[src/rtl/mem_arb_pkg.sv]
// Shared types and constants for the memory port arbiter.
package mem_arb_pkg;

    // Arbiter FSM states.
    typedef enum logic [1:0] {
        IDLE   = 2'd0,
        ACCESS = 2'd1,
        RESP   = 2'd2
    } state_e;

    // Which requester owns the current access.
    typedef enum logic {
        GNT_IF = 1'b0,
        GNT_D  = 1'b1
    } gnt_e;

    // Memory command encoding on m_rw.
    localparam logic M_READ  = 1'b0;
    localparam logic M_WRITE = 1'b1;

    // Latency counter width covers RD_LAT up to 4.
    localparam int CNT_W    = 3;
    // Streak counter width covers MAX_STREAK up to 7.
    localparam int STREAK_W = 3;

endpackage

[src/rtl/mem_arb_pick.sv]
// Grant selection between fetch and data, with a saturating count of
// consecutive data wins over a waiting fetch so fetch cannot starve.
module mem_arb_pick
    import mem_arb_pkg::*;
#(
    parameter int MAX_STREAK = 3
) (
    input  logic clock,
    input  logic reset,
    input  logic if_req,
    input  logic d_req,
    input  logic take,    // high on every cycle the arbiter is idle and samples requests
    output logic gnt      // gnt_e value; meaningful only when a request is present
);

    localparam logic [STREAK_W-1:0] MAX_S = STREAK_W'(MAX_STREAK);

    logic [STREAK_W-1:0] streak_q;
    logic [STREAK_W-1:0] streak_d;

    // Data wins a tie until it has beaten a waiting fetch MAX_STREAK times in a row.
    always_comb begin
        gnt = GNT_IF;
        if (d_req && !(if_req && (streak_q == MAX_S))) begin
            gnt = GNT_D;
        end
    end

    // Streak only moves on idle cycles: cleared when fetch is absent or wins,
    // bumped (saturating) when data wins while fetch is waiting.
    always_comb begin
        streak_d = streak_q;
        if (take) begin
            if (!if_req) begin
                streak_d = '0;
            end else if (gnt == GNT_D) begin
                if (streak_q != MAX_S) begin
                    streak_d = streak_q + 1'b1;
                end
            end else begin
                streak_d = '0;
            end
        end
    end

    // Streak register with synchronous reset.
    always_ff @(posedge clock) begin
        if (reset) begin
            streak_q <= '0;
        end else begin
            streak_q <= streak_d;
        end
    end

endmodule

[src/rtl/mem_port_arbiter.sv]
// Shares one synchronous RAM port between instruction fetch and load/store.
// Each access runs IDLE -> ACCESS -> RESP; all outputs come from flops.
module mem_port_arbiter
    import mem_arb_pkg::*;
#(
    parameter int ADDR_W     = 12,
    parameter int DATA_W     = 16,
    parameter int RD_LAT     = 1,
    parameter int MAX_STREAK = 3
) (
    input  logic              clock,
    input  logic              reset,
    input  logic              if_req,
    input  logic [ADDR_W-1:0] if_addr,
    output logic              if_ack,
    output logic [DATA_W-1:0] if_rdata,
    input  logic              d_req,
    input  logic              d_we,
    input  logic [ADDR_W-1:0] d_addr,
    input  logic [DATA_W-1:0] d_wdata,
    output logic              d_ack,
    output logic [DATA_W-1:0] d_rdata,
    output logic              busy,
    output logic [ADDR_W-1:0] m_addr,
    output logic              m_rw,
    output logic [DATA_W-1:0] m_data,
    input  logic [DATA_W-1:0] m_q
);

    // Handshake: a requester raises req with stable address/data and holds it
    // until its ack pulse; ack is high for exactly the RESP cycle, with rdata
    // valid in that same cycle for reads. Requests are only sampled in IDLE,
    // so a req still high after RESP is taken as a fresh request.

    localparam logic [CNT_W-1:0] RD_LAT_C = CNT_W'(RD_LAT);

    state_e            state_q, state_d;
    gnt_e              gnt_q, gnt_d;
    logic              wr_q, wr_d;
    logic [CNT_W-1:0]  cnt_q, cnt_d;
    logic [ADDR_W-1:0] m_addr_q, m_addr_d;
    logic              m_rw_q, m_rw_d;
    logic [DATA_W-1:0] m_data_q, m_data_d;
    logic              if_ack_q, if_ack_d;
    logic              d_ack_q, d_ack_d;
    logic [DATA_W-1:0] if_rdata_q, if_rdata_d;
    logic [DATA_W-1:0] d_rdata_q, d_rdata_d;
    logic              busy_q, busy_d;

    logic pick_gnt;
    logic take;

    assign take = (state_q == IDLE);

    mem_arb_pick #(
        .MAX_STREAK(MAX_STREAK)
    ) u_pick (
        .clock (clock),
        .reset (reset),
        .if_req(if_req),
        .d_req (d_req),
        .take  (take),
        .gnt   (pick_gnt)
    );

    // Next-state and next-output logic for the access sequencer.
    always_comb begin
        state_d    = state_q;
        gnt_d      = gnt_q;
        wr_d       = wr_q;
        cnt_d      = cnt_q;
        m_addr_d   = m_addr_q;
        m_rw_d     = M_READ;        // a write strobe lasts only the first ACCESS cycle
        m_data_d   = m_data_q;
        if_ack_d   = 1'b0;
        d_ack_d    = 1'b0;
        if_rdata_d = if_rdata_q;
        d_rdata_d  = d_rdata_q;

        case (state_q)
            IDLE: begin
                if (if_req || d_req) begin
                    state_d = ACCESS;
                    gnt_d   = gnt_e'(pick_gnt);
                    if (pick_gnt == GNT_D) begin
                        m_addr_d = d_addr;
                        wr_d     = d_we;
                        if (d_we) begin
                            m_rw_d   = M_WRITE;
                            m_data_d = d_wdata;
                            cnt_d    = '0;
                        end else begin
                            cnt_d    = RD_LAT_C;
                        end
                    end else begin
                        m_addr_d = if_addr;
                        wr_d     = 1'b0;
                        cnt_d    = RD_LAT_C;
                    end
                end
            end

            ACCESS: begin
                if (cnt_q == '0) begin
                    state_d = RESP;
                    if (gnt_q == GNT_D) begin
                        d_ack_d = 1'b1;
                        if (!wr_q) begin
                            d_rdata_d = m_q;
                        end
                    end else begin
                        if_ack_d   = 1'b1;
                        if_rdata_d = m_q;
                    end
                end else begin
                    cnt_d = cnt_q - 1'b1;
                end
            end

            RESP: begin
                state_d = IDLE;
            end

            default: begin
                state_d = IDLE;
            end
        endcase

        busy_d = (state_d != IDLE);
    end

    // State and output registers; reset aborts any access without an ack.
    always_ff @(posedge clock) begin
        if (reset) begin
            state_q    <= IDLE;
            gnt_q      <= GNT_IF;
            wr_q       <= 1'b0;
            cnt_q      <= '0;
            m_addr_q   <= '0;
            m_rw_q     <= M_READ;
            m_data_q   <= '0;
            if_ack_q   <= 1'b0;
            d_ack_q    <= 1'b0;
            if_rdata_q <= '0;
            d_rdata_q  <= '0;
            busy_q     <= 1'b0;
        end else begin
            state_q    <= state_d;
            gnt_q      <= gnt_d;
            wr_q       <= wr_d;
            cnt_q      <= cnt_d;
            m_addr_q   <= m_addr_d;
            m_rw_q     <= m_rw_d;
            m_data_q   <= m_data_d;
            if_ack_q   <= if_ack_d;
            d_ack_q    <= d_ack_d;
            if_rdata_q <= if_rdata_d;
            d_rdata_q  <= d_rdata_d;
            busy_q     <= busy_d;
        end
    end

    assign if_ack   = if_ack_q;
    assign if_rdata = if_rdata_q;
    assign d_ack    = d_ack_q;
    assign d_rdata  = d_rdata_q;
    assign busy     = busy_q;
    assign m_addr   = m_addr_q;
    assign m_rw     = m_rw_q;
    assign m_data   = m_data_q;

endmodule
[config.mk]
export PLATFORM = sky130hd
export DESIGN_NAME = mem_port_arbiter
export DESIGN_NICKNAME = d
export VERILOG_FILES = /design/src/rtl/mem_arb_pkg.sv /design/src/rtl/mem_arb_pick.sv /design/src/rtl/mem_port_arbiter.sv
export SDC_FILE = /design/constraint.sdc
export NUM_CORES = 1
export LEC_CHECK = 0
export BUFFER_PORTS_ARGS = -buffer_cell sky130_fd_sc_hd__buf_2
export CAP_MARGIN = 30
export CORE_MARGIN = 3
export CORE_UTILIZATION = 43
export DETAILED_ROUTE_END_ITERATION = 16
export HOLD_SLACK_MARGIN = 0.02
export PLACE_DENSITY = 0.76
export SETUP_SLACK_MARGIN = 0.3
export SLEW_MARGIN = 20
export SYNTH_ARGS = -nofsm -noshare
export SYNTH_HDL_FRONTEND = slang
export SYNTH_SLANG_ARGS = --single-unit
export TNS_END_PERCENT = 50
[constraint.sdc]
create_clock -name clock -period 1.5 [get_ports clock]
set_input_delay 0.15 -clock clock [delete_from_list [all_inputs] [get_ports clock]]
set_output_delay 0.15 -clock clock [all_outputs]
set_load 0.02 [all_outputs]
## Word level (Yosys, flattened, before mapping)

Index checks and enable logic that the tools add are counted.

- Add/subtract/negate cells: 2
- $mul: 0
- Divide/modulo/power cells: 0
- Magnitude comparators: 0
- Equality and inequality tests: 6
- Shifts and indexed selects: 0
- Mux-type cells: 17
- Bitwise gates (word level): 7
- Reductions and logical operators: 16

Operators by type and width:

| cell | number |
|---|---|
| $mux W3 | 6 |
| $mux W12 | 1 |
| $reduce_and A4 Y1 | 2 |
| $not A1 Y1 | 7 |
| $mux W1 | 6 |
| $ne A3 B2 Y1 const B | 2 |
| $pmux W3 S2 | 1 |
| $reduce_and A3 Y1 | 2 |
| $mux W2 | 2 |
| $pmux W2 S2 | 1 |
| $reduce_and A2 Y1 | 2 |
| $reduce_bool A2 Y1 | 2 |
| $reduce_or A4 Y1 | 1 |
| $add A3 B1 Y3 const B | 1 |
| $eq A3 B2 Y1 const B | 1 |
| $logic_not A3 Y1 | 1 |
| $reduce_or A3 Y1 | 1 |
| $sub A3 B1 Y3 const B | 1 |
| $eq A2 B1 Y1 const B | 1 |
| $logic_and A1 B1 Y1 | 2 |
| $logic_not A2 Y1 | 1 |
| $ne A2 B1 Y1 const B | 1 |
| $ne A2 B2 Y1 const B | 1 |
| $logic_not A1 Y1 | 1 |
| $logic_or A1 B1 Y1 | 1 |

- Bits in registers: 74
- Latch bits: 0
- Memory bits (writable): 0
- ROM bits: 0
- Input bits: 61
- Memories kept: 0

## Longest topological paths before layout

Gate-level depths: netlist of the first run.

- Depth in word-level cells: 8
- Gate-level depth with buffers: 7
- Depth with buffers taken out: 5

## By module

From an unflattened synthesis of the first run, not the netlist that was laid out.

- Cell total of the unflattened synthesis: 347
- Area total of the unflattened synthesis: 3116.7 um^2

Modules (own cells, without submodules):

| module | instances | cells an instance | area each (um^2) | seq. area each (um^2) |
|---|---|---|---|---|
| mem_port_arbiter | 1 | 332 | 2949.1 | 1421.4 |
| mem_arb_pick | 1 | 15 | 167.7 | 60.1 |

## Least setup slack after synthesis of the first run

Ideal clock, no wire load.

- Path kind: flip-flop to flip-flop
- From: register cnt_q[0]
- To: register cnt_q[2]
- Setup time: 0.121 ns
- Arrival: 1.453 ns
- Required time: 1.379 ns
- Path slack: -0.074 ns
- Stages on the path, launching flop included: 6
- Path through: dfxtp_1 -> inv_1 -> ha_1 -> nor2b_1 -> a2111oi_2 -> mux2_2

- Word-level cells in the longest chain between the ends: 3

RTL lines:

| item | line | source |
|---|---|---|
| start: declaration | mem_port_arbiter.sv:40 | `logic [CNT_W-1:0] cnt_q, cnt_d;` |
| start signal: assignment | mem_port_arbiter.sv:151 | `cnt_q <= cnt_d;` |
| $sub A3 B1 Y3 / $logic_not A3 Y1 (equally long branches) | mem_port_arbiter.sv:116, mem_port_arbiter.sv:104 |  |
| $mux W3 / $ne A2 B2 Y1 (equally long branches) | - |  |
| $pmux W3 S2 / $reduce_and A3 Y1 (equally long branches) | - |  |

Several ways; a longest one is shown, not always the timed one. The select of a mux whose other input is x is not followed.
A chain may end at the register's enable or synchronous reset.

## Worst setup path after layout of the first run

- From: register cnt_q[1]
- To: register if_rdata_q[8], in the netlist if_rdata[8]

- Word-level cells in the longest chain between the ends: 2

RTL lines:

| item | line | source |
|---|---|---|
| $logic_not A3 Y1 | mem_port_arbiter.sv:104 | `if (cnt_q == '0) begin` |
| $reduce_and A3 Y1 (no source line) | - |  |
| end signal: assignment | mem_port_arbiter.sv:157 | `if_rdata_q <= if_rdata_d;` |
| end: declaration | mem_port_arbiter.sv:46 | `logic [DATA_W-1:0] if_rdata_q, if_rdata_d;` |

No other way between the ends.

==> results of run 1 <==
-- logic make-up after synthesis --
logic type               synth area share
AO/OA/AOI/OAI                       0.242
AND/OR/NAND/NOR                     0.144
flip-flops                          0.491
buffers and inverters              0.0618
multiplexers                       0.0436
adder cells (fa/ha/maj)            0.0166
-- layer usage --
layer | up-vias | global-route usage
met1 | 1475 | 0.253
met4 | 0 | 0.0779
met3 | 13 | 0.0651
li1 | 1489 | -
met5 | - | 0
met2 | 157 | 0.353
-- worst min path at each step --
| stage | from | end | slack [ps] | cells after the start |
|---|---|---|---|---|
| floorplan | m_q[0] | d_rdata[0] | 300 | 2 |
| global placement | d_wdata[14] | m_data[14] | 400 | 3 |
| detailed placement | d_wdata[10] | m_data[10] | 410 | 3 |
| CTS | d_wdata[10] | m_data[10] | 40 | 3 |
| global route | d_wdata[10] | m_data[10] | 50 | 3 |
| finish | d_wdata[14] | m_data[14] | 60 | 3 |
-- final cells by class --
class                           count  area share
Clock buffer                       10      0.0295
Clock inverter                      6      0.0193
Inverter                            6     0.00482
Multi-Input combinational cell    218       0.370
Sequential cell                    74       0.319
Tap cell                           93      0.0249
Timing Repair Buffer              161       0.233
-- per-stage QoR --
step                instance area (um2)  power (mW)   util
floorplan                          3110        3.31      -
global placement                   3830        3.77  0.583
detailed placement                 3830        3.80  0.583
CTS                                4320        5.87  0.657
global route                       4670        6.40  0.712
finish                             4670        6.13  0.712
-- flip-flops by register name, indices dropped and copies added, names as in the netlist, 2 cells and up --
register and flops:
d_rdata 16, if_rdata 16, m_data 16, m_addr 12, cnt_q 3, u_pick.streak_q 3, state_q 2
-- power by group through the flow --
stage / Combinational, mW / Sequential [mW] / Clock (mW)
after global placement: 1.44 / 2.33 / 0
after floorplan: 0.807 / 2.51 / 0
final: 2.09 / 2.32 / 1.73
after detailed placement: 1.47 / 2.34 / 0
after CTS: 1.81 / 2.30 / 1.75
after global routing: 2.23 / 2.34 / 1.84
-- synthesized netlist by cell type, types with 2 or more instances --
master,n
buf_2,9
nand2_1,4
clkbuf_2,2
o2bb2ai_1,12
nand3_1,48
inv_1,5
nand2b_1,2
nand4b_1,2
or4b_1,2
or2_2,2
o21ai_0,48
nor3_1,4
ha_1,4
buf_6,3
clkbuf_1,14
buf_4,3
a21oi_1,52
nor2b_1,2
dfxtp_1,74
o221ai_1,2
a211oi_1,2
mux2i_1,12
nor2_1,3
-- timing repair --
action,CTS,global route
cloned,5,2
resized for setup,21,79
pin swaps,6,30
setup endpoints to repair,72,73
buffers inserted,9,4
-- critical path, stage by stage (launching register included) --
cell and delay [ps]:
dfxtp_2 320, inv_2 70, ha_4 140, and4bb_4 310, buf_6 130, buf_16 140, nand3_1 120, a21oi_2 150
-- layout by cell type, fill, tap and decap left out, drive strengths merged --
master and instances:
a2111o 1, a2111oi 2, a211oi 2, a21bo 1, a21boi 1, a21o 1, a21oi 53, a22o 1
a31oi 1, and3 1, and4bb 1, buf 159, bufinv 2, clkbuf 12, clkinv 4, clkinvlp 1
dfxtp 74, ha 4, inv 5, mux2 1, mux2i 12, nand2 4, nand2b 2, nand3 48
nand4 1, nand4b 2, nand4bb 1, nor2 3, nor2b 2, nor3 5, nor3b 1, o21ai 48
o221ai 2, o2bb2ai 12, or2 2, or3b 1, or4b 2
==> results, run 1 <==
- In this run the standard cell core region covers 6570 um2.
- Clock-pin slew was measured on the worst setup and hold paths at 80 ps.
- The max-cap check violation count is 0.
- The length in cells of the worst reg-to-reg path is 7.
- Measured against its own limit, the worst slew margin works out to 0.675.
- Across all register-to-register paths, the minimum setup slack is 50 ps.
- In the routed layout, each cell is associated on average with a via count of 5.52.
- The synthesized netlist occupies a cell area of 3010 um2.
- The proportion of total power due to net switching is 0.334.
- The total power per unit cell area is 1310 nW/um2.
- The hold violation total from the final report is 0.
- The die outline area is 8050 um2.
- In the final layout, the share of cells above drive strength 1 is 0.520.
- In this run the worst setup path begins at cnt_q[1].
- Timing analysis after detailed placement gives a worst setup slack of 44.3 ps.
- The yosys synthesis warning count is 0.
- The post-synthesis sequential area ratio is 0.491.
- The post-synthesis async set-or-reset flop share is 0.
- The number of library cell types mapped by synthesis is 41.
- The clock root buffer is clkbuf_8.
- In this run the critical register-to-register path is launched from cnt_q[1].
- The post-detailed-routing wire length is 9560 um.
- Including well taps, the total number of placed cells is 532.
- The number of max-slew violations in the final report is 0.
- The number of antenna violations at the first check in global routing is 0.
- The count of pins on the block boundary is 125.
- In the routed design, unresolved DRC markers number 0.
- The synthesized design contains 0 enable-type register cells.
- The start-to-end type of the worst setup path is reg2reg.
- After detailed routing, the wire length on met1 is 3850 um.
- The count of placed standard cells in the final layout, fillers left out is 568.
- Ranked by total cell area, the synthesized netlist is headed by dfxtp_1, a21oi_1, nand3_1.
- The worst setup path is launched from a flip-flop.
- The detailed route wirelength on metal3 is 857 um.
- The biggest fanout along the worst timing path is 8.
- The net switching power is 2.05 mW.
- The source-to-sink clock delay at the later pin of the worst-skew pair is 340 ps.
- The number of diodes added for antenna fixing is 0.
- The internal portion of the total power is 4.08 mW.
- Setup repair after global routing could not meet its margin everywhere.
- The first global-routing pass estimated 14200 um of wire.
- The critical path ends at if_rdata[8].
- The floorplan has 29 rows.
- After detailed routing, the average wire length per cell comes to 16.8 um.
- The share of total power dissipated in the clock network is 0.282.
- The area of the multi-input gates is 1730 um2.
- The number of clock sinks is 74.
- The remaining antenna violation count is 0.
- Data on the critical path is required at its endpoint by 1770 ps.
- The fraction of post-synthesis cell area in the top cell type by area is 0.491.
- Data on the critical path arrives at its endpoint at 1720 ps.
- The synthesized net count is 394.
- The routed length on met2 is 4730 um.
- The smallest clock period supported by the final layout is computed as 1450 ps.
- The final worst-path setup slack is 51.7 ps.
- Relative to the synthesized area, the layout overhead comes to 55.0%.
- The die span in x is 89.7 um.
- The worst-case vdd ir drop is 0.000614 V.
- Signal routing reaches up to met4.
- The area used by sequential logic in the layout is 1490 um2.
- Synthesis inferred 74 register bits.
- The placer congestion estimate is 0.787.
- The fraction of power consumed by sequential logic is 0.378.
- Between clock sinks in the finished design, the worst skew comes to 9.52 ps.
- The number of H-tree levels is 3.
- The endpoint identified for the worst register-to-register timing path is if_rdata[8].
- Dividing the synthesized area by the synthesized cell count gives 9.16 um2.
- The nature of the critical path endpoint is a flip-flop.
- The vertical extent of the die is 89.7 um.
- Hold repair after CTS inserted 0 buffers.
- The relative contribution of combinational cells to total power is 0.341.
- The final-layout worst hold slack is 57.5 ps.
- Across every metal layer, demand over resource in global routing totals 0.210.
- The top achievable clock speed is 0.690 GHz.
- The clock tree from TritonCTS is built.
- Setup violations remaining at the end of the flow were counted as 0.
- Of the available clock period, the critical path in the final layout requires 0.966.
- The clock passes through at most 2 buffers.
- For this block, the initial DRC count from the detailed router was 146.
- Among all flip-flop cells after synthesis, the most frequent one is dfxtp_1.
- Counting the fill cells in the layout gives 466.
- Counting the buffers created by CTS gives 9.
- The run finished with clean final reports.
- The vias after detailed routing is 3134.
- At the pin with the least slew margin, the transition time is 487 ps.
- Entering global routing, the biggest net connects 37 pins.
- For this run, the post-layout net count is 535.
- The starting density of the core is 0.459.
- The via count of the first global-routing pass is 2974.
- The cell taking the most area after synthesis is dfxtp_1.
- For this run the aggregate overflow at the end of global routing stands at 0.
- Detailed placement ended at an HPWL of 5580 um.
- For this design the static power due to leakage is 1.94 nW.
- Adding up every negative setup slack in the final design gives 0 ps.
- The first detailed-routing pass ran for 5 iterations.
- The gate count of the mapped netlist is 329.
- The min-delay analysis places its worst path in the category in2reg.
- In this run the tool buffered the top-level ports with 124 buffer cells.
Power figures use the tool's default switching activity.
==> run 2, diff against run 1 <==
Settings changed: MAX_ROUTING_LAYER set to met4, TNS_END_PERCENT 50 to 100.
==> run 2 against run 1 <==
Global-route usage up 1.1 points. Routed wire length is 3.5% higher. Largest cell class unchanged. Sequential power about the same. Setup slack lost 31 ps. Highest routed layer unchanged. Total power decreased by 2.8%.
==> results, run 2 (same netlist as run 1, synthesis figures left out) <==
- The critical path goes through inv_2, ha_4, nand4bb_1, buf_12, o21ai_0, a21oi_1.
- The overflow left after global routing came to 0 (unchanged).
- The arrival time at the worst endpoint is 1690 ps (-30 ps).
- The met3 track demand over resource in global routing is 0.0593 (-0.00584).
- The die span in x came to 89.7 um (unchanged).
- The number of nets at the end of the flow was 529 (-1.1%).
- The maximum number of pins on one net before global-route repair came to 44 (+19%).
- The post-detailed-routing wire length is 9890 um (+3.5%).
- The final worst-path setup slack is 20.3 ps (-31.4 ps).
- The cell-internal power is 3.81 mW (-6.7%).
- The overall power after layout came to 5.96 mW (-2.8%).
- The hold violation total from the final report is 0 (unchanged).
- The count of placed standard cells in the final layout, fillers left out is 562 (-1.1%).
- The final worst-path cycle share is 0.986 (+0.0209).
- The hold-fix buffer count after cts is 0 (unchanged).
- The number of search-and-repair iterations in the first detailed-routing pass is 4 (-1).
- The max-cap check violation count is 0 (unchanged).
- The setup violation total in the final timing report is 0 (unchanged).
- The worst setup path is launched from a flip-flop.
- The number of antenna violations at the first check in global routing is 0 (unchanged).
- The detail-routed via count per cell is 5.57 (+1.0%).
- The worst clock skew is 15.0 ps (+5.43 ps).
- The required time of the worst setup path is 1710 ps (-60 ps).
- The biggest cell delay along the critical path came to 320 ps (about the same).
- The clock tree buffer depth was 2 (unchanged).
- The flow ran to the end, and the final reports show no timing, DRC or antenna violations.
- The total clock buffers created by CTS came to 9 (unchanged).
- The die outline area was 8050 um2 (unchanged).
- The total power per unit cell area is 1260 nW/um2 (-4.2%).
- The proportion of layout cells with a drive suffix above 1 is 0.567 (+0.0472).
- The starting density of the core came to 0.459 (unchanged).
- The standard cell with the maximum stage delay on the critical path is dfxtp_2.
- Setup repair after global routing could not meet its margin everywhere.
- The number of clock sinks is 74 (unchanged).
- The CTS clock-pin slew for the worst setup and hold paths is 90 ps (about the same).
- The biggest fanout along the worst timing path is 35 (+27).
- Clock tree synthesis selected as its root buffer the cell clkbuf_8.
- The top achievable clock speed is 0.676 GHz (-2.1%).
- The nature of the critical path endpoint is a flip-flop.
- The number of max-slew violations in the final report is 0 (unchanged).
- The number of DRC violations after detailed routing came to 0 (unchanged).
- The placer congestion estimate is 0.798 (+1.4%).
- The number of H-tree levels is 3 (unchanged).
- The number of diodes added for antenna fixing is 0 (unchanged).
- The actual transition at the worst max-transition pin came to 596 ps (+109 ps).
- The class of the worst hold path is in2reg.
- The critical path is of the reg2reg type.
- The vias after detailed routing came to 3133 (-0.032%).
- The wire length of the first global-routing pass was 14300 um (+1.2%).
- The met1 demand-to-capacity share in global routing is 0.271 (+0.0181).
- The clock period minus worst slack is 1480 ps (+31.4 ps).
- The fraction of power consumed by sequential logic came to 0.386 (+0.008).
- The final-layout worst hold slack is 58.5 ps (+0.957 ps).
- The half-perimeter wire length after placement came to 5770 um (+3.4%).
- The area of the core region was 6570 um2 (unchanged).
- The number of fillers in the final layout was 494 (+6.0%).
- The net switching power was 2.15 mW (+5.0%).
- The proportion of total power due to net switching was 0.361 (+0.0268).
- The utilization of the core after routing is 0.722 (+0.0105).
- The worst-case vdd ir drop came to 0.000821 V (+34%).
- The met2 usage is 0.363 (+0.0107).
- After global routing, the most crowded layer is met2.
- The first-iteration detailed-routing DRC count is 79 (-46%).
- The area growth from synthesis to final layout is 57.3%.
- The proportion of power drawn by the clock network is 0.263 (-0.019).
- The leading cell type in the layout, fill and taps excluded is buf_2.
- Leaving out fill and tap cells, the most frequent cells in the layout are buf_2, dfxtp_1, a21oi_2.
- The count of pins on the block boundary is 125 (unchanged).
- The worst-case setup slack after placement is 32.8 ps (-11.5 ps).
- The relative contribution of combinational cells to total power is 0.351 (+0.010).
- The average wire length per cell after detail routing is 17.6 um (+4.6%).
- The worst slew margin relative to its limit is 0.603 (-0.0725).
- The total track usage is 0.221 (+0.0107).
- The vertical extent of the die is 89.7 um (unchanged).
- The number of buffers inserted by port buffering is 124 (unchanged).
- The number of placement rows is 29 (unchanged).
- The cell count after placement was 533 (+0.19%).
- TritonCTS built the clock tree.
- The remaining antenna violation count is 0 (unchanged).
- The via count of the first global-routing pass came to 2954 (-0.67%).
- The source-to-sink clock delay at the later pin of the worst-skew pair came to 350 ps (about the same).
- The total leakage power came to 1.90 nW (-2.0%).
-- run 2: path summary, 6_finish.rpt --
kind	start	endpoint	slack [ps]	cells past startpoint
max	cnt_q[1]	d_rdata[6]	20	6
max reg2reg	cnt_q[1]	d_rdata[6]	20	6
min	d_wdata[10]	m_data[10]	60	3
min reg2reg	m_data[10]	m_data[10]	460	2
-- run 2: critical path: cells and delay by family, from the launching register on --
| family | cells | cell delay [ps] |
|---|---|---|
| AOI/OAI and AO/OA | 2 | 430 |
| adders and majority gates | 1 | 140 |
| buffers and inverters | 2 | 290 |
| DFF | 1 | 320 |
| and+or+nand+nor | 1 | 170 |
-- run 2: metal layers --
layer / up-vias / part of all wire
met5: - / 0
met4: 0 / 0.0089
met3: 7 / 0.064
met2: 141 / 0.53
met1: 1507 / 0.40
li1: 1478 / -
-- run 2: final cells by class --
| type | count | area, um2 | area share |
|---|---|---|---|
| timing repair buffer | 155 | 1010 | 0.214 |
| clock inverter | 7 | 77.6 | 0.0164 |
| multi-input combinational | 218 | 1900 | 0.401 |
| inverter | 6 | 22.5 | 0.00475 |
| clock buffer | 9 | 124 | 0.0261 |
| tap | 93 | 116 | 0.0245 |
| sequential | 74 | 1490 | 0.314 |
-- run 2: timing repair --
item / in CTS / in global routing
endpoints found under the setup margin: 70 / 71
pin swaps: 20 / 50
gates resized for setup: 31 / 91
setup buffers: 4 / 1
hold endpoints to repair: 0 / 0
cloned: 5 / 3
-- run 2: power by group through the flow --
stage | clock network, mW | logic [mW] | registers [mW]
after detailed placement | 0 | 1.50 | 2.33
after global routing | 1.68 | 2.23 | 2.33
after floorplan | 0 | 0.842 | 2.51
after CTS | 1.59 | 1.76 | 2.29
final | 1.57 | 2.09 | 2.30
after global placement | 0 | 1.47 | 2.32
-- run 2: stage by stage --
stage | setup TNS [ps] | instance area, um2
2_1_floorplan | 0 | 3150
3_3_place_gp | 0 | 3860
3_5_place_dp | 0 | 3860
4_1_cts | 0 | 4280
5_1_grt | -51.1 | 4740
6_report | 0 | 4740
==> run 3, diff against run 2 <==
Settings changed: ABC_AREA set to 1, CORE_UTILIZATION 43 to 44.
==> run 3 against run 2 <==
Via count grew 6.4%. Sequential share of layout area up 0.31 points. Setup slack better by 73 ps. Die area rose by 4.3%. Synthesized cell count is 43% higher. Final cell count grew 30%. Register-to-register slack better by 70 ps. Clock skew grew 2.2 ps. Count of clock-buffer cells in the layout unchanged. Global-route usage down 2.0 points. Sequential power is essentially flat. Cell area is 0.90% lower. Largest cell class unchanged. Highest routed layer unchanged.
==> results, run 3 <==
- The run finished with clean final reports.
- The remaining antenna violation count is 0 (unchanged).
- The critical path is of the reg2reg type.
- The actual transition at the worst max-transition pin is 542 ps (-53.6 ps).
- The total clock buffers created by CTS is 9 (unchanged).
- The worst slew margin relative to its limit was 0.638 (+0.0358).
- The final worst-path cycle share is 0.938 (-0.0486).
- The library cells used most frequently in the layout, excluding fill and tap cells, are nand2_1, buf_2, nor2_1.
- The required time of the worst setup path is 1780 ps (+70 ps).
- The final worst-path setup slack was 93.2 ps (+72.9 ps).
- The die outline area was 8390 um2 (+4.3%).
- The post-synthesis async set-or-reset flop share is 0 (unchanged).
- In this run the critical register-to-register path is launched from cnt_q[1].
- The number of max-slew violations in the final report came to 0 (unchanged).
- STA classifies the critical path endpoint as a flip-flop.
- The first-iteration detailed-routing DRC count is 142 (+80%).
- The vias after detailed routing is 3333 (+6.4%).
- The fraction of post-synthesis cell area in the top cell type by area was 0.459 (-0.0322).
- The hold violation total from the final report was 0 (unchanged).
- The startpoint class of the critical path is a flip-flop.
- The origin of the worst min-delay path is m_q[15].
- The total power per unit cell area is 1160 nW/um2 (-7.5%).
- The gate count of the mapped netlist is 470 (+43%).
- The source-to-sink clock delay at the later pin of the worst-skew pair was 340 ps (about the same).
- The post-synthesis sequential area ratio is 0.459 (-0.0322).
- The number of H-tree levels is 3 (unchanged).
- The arrival time at the worst endpoint was 1680 ps (about the same).
- The number of enable flip-flop cells after synthesis is 0 (unchanged).
- The number of buffers inserted by port buffering is 124 (unchanged).
- The area of the mapped netlist is 3230 um2 (+7.0%).
- The setup violation total in the final timing report came to 0 (unchanged).
- The number of search-and-repair iterations in the first detailed-routing pass came to 4 (unchanged).
- Leaving out fill and tap cells, the most frequent cell in the layout is nand2_1.
- The via count of the first global-routing pass is 3076 (+4.1%).
- The clock tree from TritonCTS is built.
- The total track usage is 0.201 (-0.0199).
- The die span in x came to 91.6 um (+2.1%).
- The average wire length per cell after detail routing is 12.3 um (-30%).
- The count of pins on the block boundary was 125 (unchanged).
- The detail-routed via count per cell is 4.57 (-18%).
- The main flop type after synthesis is dfxtp_1.
- The number of DRC violations after detailed routing was 0 (unchanged).
- The class of the worst hold path is in2reg.
- The number of clock sinks is 74 (unchanged).
- The commonest cells after synthesis are nand2_1, nor2_1, dfxtp_1.
- The placer congestion estimate is 0.798 (unchanged).
- The vertical extent of the die was 91.6 um (+2.1%).
- The number of antenna violations at the first check in global routing is 0 (unchanged).
- The starting density of the core came to 0.465 (+0.00556).
- The CTS clock-pin slew for the worst setup and hold paths is 80 ps (about the same).
- Setup repair after global routing could not meet its margin everywhere.
- The overall power after layout is 5.46 mW (-8.3%).
- Compared with the post-synthesis result, the final layout area differs by 45.7%.
- The number of diodes added for antenna fixing is 0 (unchanged).
- The maximum number of pins on one net before global-route repair came to 54 (+23%).
- The cell taking the most area after synthesis is dfxtp_1.
- After synthesis, the cell types taking the most area are dfxtp_1, nand2_1, nor2_1.
- The max-cap check violation count is 0 (unchanged).
- The biggest fanout along the worst timing path is 8 (-77%).
- The top achievable clock speed is 0.711 GHz (+5.2%).
- The proportion of layout cells with a drive suffix above 1 came to 0.359 (-0.209).
- The sum of negative setup slack is 0 ps (unchanged).
- The clock period minus worst slack is 1410 ps (-72.9 ps).
- The wire length of the first global-routing pass is 13600 um (-5.1%).
- The most instantiated library cell after synthesis is nand2_1.
- The total leakage power is 2.50 nW (+32%).
- The worst-case vdd ir drop is 0.000799 V (-2.6%).
- The total of flip-flops plus latches after synthesis is 74 (unchanged).
- The synthesized net count was 535 (+36%).
- The clock root buffer is clkbuf_8.
- The overflow left after global routing is 0 (unchanged).
- The half-perimeter wire length after placement is 5330 um (-7.5%).
- The clock tree buffer depth is 2 (unchanged).
- The number of placement rows came to 30 (+3.4%).
- The worst-case setup slack after placement is 143 ps (+110 ps).
- The post-detailed-routing wire length was 8960 um (-9.4%).
- The critical path starts at cnt_q[1].
- The number of nets at the end of the flow is 694 (+31%).
- The worst clock skew was 17.1 ps (+2.15 ps).
- The area of the core region is 6940 um2 (+5.7%).
- The average cell area after synthesis is 6.86 um2 (-25%).
- The yosys synthesis warning count is 0 (unchanged).
- The number of library cell types mapped by synthesis is 23 (-44%).
[run 3: per-layer routing]
metal  vias up  global-route usage  wire length (um)
li1       1723                   -                 -
met1      1472               0.240              3750
met2       124               0.330              4440
met3        14              0.0435               609
met4         0              0.0779               159
met5         -                   -                 0
[run 3: logic make-up after synthesis]
| family | after synthesis | synth area share |
|---|---|---|
| simple gates | 289 | 0.383 |
| fa+ha+maj | 4 | 0.0155 |
| buf+inv | 80 | 0.106 |
| compound gates | 23 | 0.0357 |
| flops | 74 | 0.459 |
[run 3: cell type report]
class	instances	area, um2
fillers	600	2240
inverters	61	229
clock buffers	9	124
repair buffers	160	970
multi-input cells	323	1730
well taps	96	120
clock inverters	6	42.5
flip-flops and latches	74	1490
[run 3: repair_timing]
action / 4_1_cts / 5_1_grt
pin swaps: 4 / 16
hold endpoints to repair: 5 / 0
gates cloned: 5 / 4
gates resized for setup: 22 / 35
setup endpoints to repair: 63 / 72
hold buffers: 5 / 0
buffers inserted: 10 / 14
[run 3: power breakdown]
part | switching [mW] | internal [mW]
Clock | 0.754 | 0.593
Sequential | 0.134 | 2.19
Combinational | 1.05 | 0.741
Total | 1.94 | 3.53
[run 3: stage by stage]
step	hold slack, ps	cells	utilization	instance area (um2)
CTS	20.1	711	0.636	4420
global route	24.2	729	0.677	4700
finish	29.5	729	0.677	4700
global placement	352	676	0.571	3970
detailed placement	376	676	0.571	3970
floorplan	266	470	-	3320
[run 3: worst max-delay path, stage by stage (launching register included)]
cell and delay, ps:
dfxtp_2 330, inv_2 70, ha_4 150, nand2_8 70
buf_6 120, nor3_4 180, buf_2 260, nor2_1 60
nor2_1 100
[run 3: worst paths after layout]
kind	to	slack, ps	cells after the start
min	d_rdata[15]	30	3
max	if_rdata[3]	90	8
max reg2reg	if_rdata[3]	90	8
min reg2reg	m_addr[1]	460	2
